File: config.mk
export PLATFORM = sky130hd
export DESIGN_NAME = pipe_addsub
export DESIGN_NICKNAME = d
export VERILOG_FILES = /design/src/rtl/pipe_addsub_pkg.sv /design/src/rtl/pipe_addsub_slice.sv /design/src/rtl/pipe_addsub.sv
export SDC_FILE = /design/constraint.sdc
export NUM_CORES = 1
export LEC_CHECK = 0
export ABC_CLOCK_PERIOD_IN_PS = 3100
export BUFFER_PORTS_ARGS = -buffer_cell sky130_fd_sc_hd__buf_2
export CAP_MARGIN = 5
export CORE_MARGIN = 4
export CORE_UTILIZATION = 49
export DETAILED_ROUTE_END_ITERATION = 10
export MAX_ROUTING_LAYER = met4
export PLACE_DENSITY_LB_ADDON = 0.25
export SLEW_MARGIN = 25
export SYNTH_ARGS = -nofsm -noshare
export SYNTH_HDL_FRONTEND = slang
export SYNTH_HIERARCHICAL = 1
export SYNTH_SLANG_ARGS = --single-unit
File: constraint.sdc
create_clock -name clk -period 3.1 [get_ports clk]
set_clock_uncertainty 0.2 [all_clocks]
set_input_delay 0.155 -clock clk [delete_from_list [all_inputs] [get_ports clk]]
set_output_delay 0.155 -clock clk [all_outputs]
set_load 0.01 [all_outputs]
File: src/rtl/pipe_addsub_pkg.sv
// Shared definitions for the pipelined adder/subtractor.
package pipe_addsub_pkg;

   localparam logic OP_ADD = 1'b0;
   localparam logic OP_SUB = 1'b1;

   // Result flags produced by the last stage
   typedef struct packed {
      logic cout;
      logic ovf;
      logic zero;
   } flags_t;

endpackage

File: src/rtl/pipe_addsub_slice.sv
// One carry slice: SW-bit add with carry in/out and a slice-is-zero flag.
module addsub_slice
   import pipe_addsub_pkg::*;
#(
   parameter int SW = 16
) (
   input  logic [SW-1:0] i_a,
   input  logic [SW-1:0] i_b,
   input  logic          i_ci,
   output logic [SW-1:0] o_sum,
   output logic          o_co,
   output logic          o_zero
);

   logic [SW:0] w_full;

   assign w_full = {1'b0, i_a} + {1'b0, i_b} + {{SW{1'b0}}, i_ci};
   assign o_sum  = w_full[SW-1:0];
   assign o_co   = w_full[SW];
   assign o_zero = (w_full[SW-1:0] == '0);

endmodule

File: src/rtl/pipe_addsub.sv
// Pipelined adder/subtractor: the carry chain is cut into STAGES slices, one
// register stage per slice, each stage with its own valid/ready handshake.
module pipe_addsub
   import pipe_addsub_pkg::*;
#(
   parameter int WIDTH  = 32,
   parameter int STAGES = 2
) (
   input  logic             clk,
   input  logic             reset,
   input  logic             in_valid,
   output logic             in_ready,
   input  logic [WIDTH-1:0] a,
   input  logic [WIDTH-1:0] b,
   input  logic             sub,
   output logic             out_valid,
   input  logic             out_ready,
   output logic [WIDTH-1:0] y,
   output logic             cout,
   output logic             ovf,
   output logic             zero
);

   localparam int SW = WIDTH / STAGES;

   // Index k is the input side of stage k; index STAGES is the output port.
   wire [STAGES:0]            w_vld;
   wire [STAGES:0]            w_rdy;
   wire [STAGES:0]            w_c;
   wire [STAGES:0]            w_z;
   wire [STAGES:0][WIDTH-1:0] w_y;

   logic [WIDTH-1:0] w_beff;
   logic             w_ovf;
   flags_t           w_flags;

   assign w_beff         = (sub == OP_SUB) ? ~b : b;
   assign w_vld[0]       = in_valid;
   assign w_c[0]         = sub;
   assign w_z[0]         = 1'b1;
   assign w_y[0]         = '0;
   assign w_rdy[STAGES]  = out_ready;
   assign in_ready       = w_rdy[0];

   for (genvar k = 0; k < STAGES; k++) begin : g_stg
      // Operand bits still to be added when entering this stage
      localparam int IW = WIDTH - k*SW;

      logic [IW-1:0]    w_ain;
      logic [IW-1:0]    w_bin;
      logic [SW-1:0]    w_sum;
      logic             w_co;
      logic             w_sz;
      logic             r_vld;
      logic             r_c;
      logic             r_z;
      logic [WIDTH-1:0] r_y;

      if (k == 0) begin : g_in
         assign w_ain = a;
         assign w_bin = w_beff;
      end else begin : g_in
         assign w_ain = g_stg[k-1].g_fwd.r_a;
         assign w_bin = g_stg[k-1].g_fwd.r_b;
      end

      addsub_slice #(.SW(SW)) u_slice (
         .i_a   (w_ain[SW-1:0]),
         .i_b   (w_bin[SW-1:0]),
         .i_ci  (w_c[k]),
         .o_sum (w_sum),
         .o_co  (w_co),
         .o_zero(w_sz)
      );

      assign w_rdy[k]   = !r_vld || w_rdy[k+1];
      assign w_vld[k+1] = r_vld;
      assign w_c[k+1]   = r_c;
      assign w_z[k+1]   = r_z;
      assign w_y[k+1]   = r_y;

      // Stage register: valid follows the upstream valid, payload only on a real op
      always_ff @(posedge clk or posedge reset) begin
         if (reset) begin
            r_vld <= 1'b0;
            r_c   <= 1'b0;
            r_z   <= 1'b0;
            r_y   <= '0;
         end else if (w_rdy[k]) begin
            r_vld <= w_vld[k];
            if (w_vld[k]) begin
               r_c <= w_co;
               r_z <= w_z[k] & w_sz;
               r_y <= w_y[k] | (WIDTH'(w_sum) << (k*SW));
            end
         end
      end

      if (k < STAGES-1) begin : g_fwd
         // Untouched upper operand slices, shifted down so slice k+1 sits at bit 0
         logic [IW-SW-1:0] r_a;
         logic [IW-SW-1:0] r_b;

         // Forward the remaining operand bits to the next stage
         always_ff @(posedge clk or posedge reset) begin
            if (reset) begin
               r_a <= '0;
               r_b <= '0;
            end else if (w_rdy[k] && w_vld[k]) begin
               r_a <= w_ain[IW-1:SW];
               r_b <= w_bin[IW-1:SW];
            end
         end
      end else begin : g_last
         logic r_ovf;

         // Signed overflow: equal operand signs but result sign differs
         always_ff @(posedge clk or posedge reset) begin
            if (reset) begin
               r_ovf <= 1'b0;
            end else if (w_rdy[k] && w_vld[k]) begin
               r_ovf <= (w_ain[SW-1] == w_bin[SW-1]) && (w_sum[SW-1] != w_ain[SW-1]);
            end
         end

         assign w_ovf = r_ovf;
      end
   end

   assign w_flags   = '{cout: w_c[STAGES], ovf: w_ovf, zero: w_z[STAGES]};
   assign out_valid = w_vld[STAGES];
   assign y         = w_y[STAGES];
   assign cout      = w_flags.cout;
   assign ovf       = w_flags.ovf;
   assign zero      = w_flags.zero;

endmodule
==> flow_summary.yaml <==
status:
  outcome: "finished, violations left"
  failed_checks: "setup timing"
logic_synthesis:
  synthesis.nets: 536
  syn_area_per_cell_um2: 12.7
  synth_edf_count: 0
  seq_area_frac_synth_pct: 39.5
  synth_cell_types: 56
  synth-warning-count: 6
  synthCells: 433
  ys_ff_latch: 87
  synthesis.area_mm2: 0.00551
  async_flop_share_pct: 100
  synth_top_flop_cell: "dfrtp_1"
critical_path:
  critPathRequiredTime_ns: 3.18
  rr_startpoint: "g_stg[0].g_fwd.r_a[0]"
  path_class: "flop to flop"
  timing.rr.end: "zero"
  start_kind: "flop"
  cp_cell_sequence: "inv_2, fa_2, buf_4, nor2b_2, o2111ai_2, nand3_2, xnor2_1, or4b_4, nor4_4, or4b_4, nor4_4, nand4_1, a21bo_2"
  cp_slowest_cell: "or4b_4"
  max_stage_delay_ns: 0.55
  crit_fanout: 3
  ff2ff_path_depth: 13
  reg2reg_slack_ns: -0.46
  endpoint: "zero"
  cp.arrival_ns: 3.64
  worst_setup_path_end_kind: "flop"
  startpoint: "g_stg[0].g_fwd.r_a[0]"
place:
  dp_slack_ns: -0.760
  port-buffer-count: 105
  gp_congestion: 0.874
  dp_cells: 758
  dp_hpwl_mm: 8.91
timing:
  min_period_over_period_pct: 115
  hold_viol: 0
  tightest_slew_ns: 0.633
  final_max_slew_viol_count: 0
  hold_slack_ns: 0.0117
  fin_crit_ns: 3.56
  rsz0062_at_grt: "yes"
  setup_slack_ns: -0.457
  finalSetupViolCount: 6
  max_freq_ghz: 0.281
  relSlewSlack_pct: 57.8
floorplan:
  ios: 106
  die-area_mm2: 0.0130
  core-area_mm2: 0.0109
  placementRows: 38
  fp.dieW_um: 114
  start_util_pct: 50.3
  die_h_um: 114
clocking:
  clk_pin_slew_ns: 0.06
  cts.sinks: 87
  cts_buffers: 9
  cts_root_buf: "clkbuf_16"
  clock_path_buffers: 2
  htreeDepth: 3
  clk_latency_ns: 0.34
  tritoncts: "done"
worst_hold_path:
  min_path_type: "input pin to flop"
  whs_path_depth: 3
global_route:
  grt_pass1_wl_mm: 20.7
  grt_pass1_vias: 4485
  grtUsageTotal_pct: 20.3
  antenna_found_initial: 0
  globalRouteOverflowTotal: 0
  grt_max_degree: 51
power:
  p_per_area_mw_per_mm2: 744
  vdd_drop_max_v: 0.000422
  cellLeakagePower_nw: 3.75
final_layout:
  n_antenna_cell: 0
  stdcell_count: 800
  drive_above_1_share_pct: 53.9
  fin_nets: 758
  syn_to_final_growth_pct: 36.5
detailed_routing:
  vias: 4056
  dr.pass1.iters: 4
  wl_mm: 12.2
  viasPerCell: 5.07
  wire_per_inst_um: 15.2
  remaining_drc_errors: 0
  ant_nets: 0
  drt_iter0_drc: 154
flow_run:
  cap_violations: 0
[through the flow]
stage / utilization (%) / instance area [um^2] / power [mW] / setup TNS, ns
CTS: 67.5 / 7380 / 5.54 / -0.941
global placement: 61.7 / 6750 / 4.17 / -2.21
finish: 68.7 / 7510 / 5.59 / -1.11
detailed placement: 61.7 / 6750 / 4.27 / -2.55
global route: 68.7 / 7510 / 5.96 / -1.92
floorplan: - / 5520 / 3.23 / -0.804
[how the worst min path moves through the flow]
stage | from | endpoint | slack, ns
2_1_floorplan | in_valid | g_stg[0].r_vld | 0.06
3_3_place_gp | reset | y[15] | 0.01
3_5_place_dp | reset | y[11] | 0.02
4_1_cts | b[16] | g_stg[0].g_fwd.r_b[0] | 0.004
5_1_grt | b[16] | g_stg[0].g_fwd.r_b[0] | 0.02
6_report | b[20] | g_stg[0].g_fwd.r_b[4] | 0.01
[flip-flops by register name (all words and copies together) (netlist names)]
signal and flops:
cout 1, g_stg.g_fwd.r_a 16, g_stg.g_fwd.r_b 16, g_stg.r_c 1, g_stg.r_vld 1, g_stg.r_y 16, g_stg.r_z 1, out_valid 1
ovf 1, y 32, zero 1
[per-layer routing]
layer | share of wire, % | GRT usage (%)
met4 | 2.0 | 6.65
met3 | 3.8 | 3.55
met1 | 42 | 23.8
met2 | 53 | 35.5
met5 | 0 | -
[cell usage in the layout (no fill, tap or decap), types with 5 or more instances in the layout]
cell / n
mux2_2: 5
a21oi_1: 11
inv_2: 5
buf_4: 98
ha_1: 28
dfrtp_1: 87
xor2_1: 36
xnor2_1: 14
a21o_1: 6
nor2_1: 18
clkbuf_16: 9
a21oi_2: 6
o21a_1: 5
buf_2: 104
dlygate4sd3_1: 18
nand2b_1: 8
nor3_1: 6
mux2_4: 79
o21ai_0: 12
inv_1: 12
nand2_1: 10
[final cells by class]
class	instances	area [um^2]
clock buffers	14	274
clock inverters	2	37.5
fillers	821	3420
inverters	18	68.8
multi-input cells	316	3310
flip-flops and latches	87	2180
well taps	140	175
repair buffers	223	1470
[cell families after synthesis]
| kind of cell | Yosys count | synth area share, % |
|---|---|---|
| AO/OA/AOI/OAI | 71 | 8.70 |
| XOR/XNOR | 53 | 8.43 |
| adder cells (fa/ha/maj) | 34 | 8.27 |
| buffers and inverters | 30 | 4.11 |
| flip-flops | 87 | 39.5 |
| multiplexers | 84 | 22.6 |
| AND/OR/NAND/NOR | 74 | 8.36 |
[cells in the mapped netlist (6+ instances only)]
library cell  instances  share of area [%]
mux2_4               79                 22
nand2b_1              8               0.91
xor2_1               37                5.9
xnor2_1              16                2.5
nor3_1                7               0.64
a21oi_1              16                1.5
nor2_1               19                1.3
a21o_1                6               0.82
dfrtp_1              87                 40
nand2_1              10               0.68
o21ai_0              16                1.5
ha_1                 30                6.8
inv_1                18                1.2
[critical path, delay by kind of cell, from the launching register on]
family / cells / cell delay (ns)
AND/OR/NAND/NOR: 7 / 1.89
AO/OA/AOI/OAI: 2 / 0.37
XOR/XNOR: 1 / 0.08
adder cells (fa/ha/maj): 1 / 0.40
buffers and inverters: 2 / 0.20
flip-flops: 1 / 0.36
[repair_timing]
action / 4_1_cts / 5_1_grt
pin swaps: 12 / 17
endpoints found under the hold margin: 47 / 0
setup endpoints to repair: 5 / 8
hold buffers: 18 / 0
setup buffers: 4 / 6
resized for setup: 21 / 24
[report_power, final]
group / leakage (nW) / switching, mW / internal, mW / total, mW
clock network: 0.149 / 0.428 / 0.691 / 1.12
logic: 2.58 / 1.12 / 1.59 / 2.71
registers: 1.02 / 0.245 / 1.52 / 1.76
Note: power is estimated with default switching activity, not from simulation.
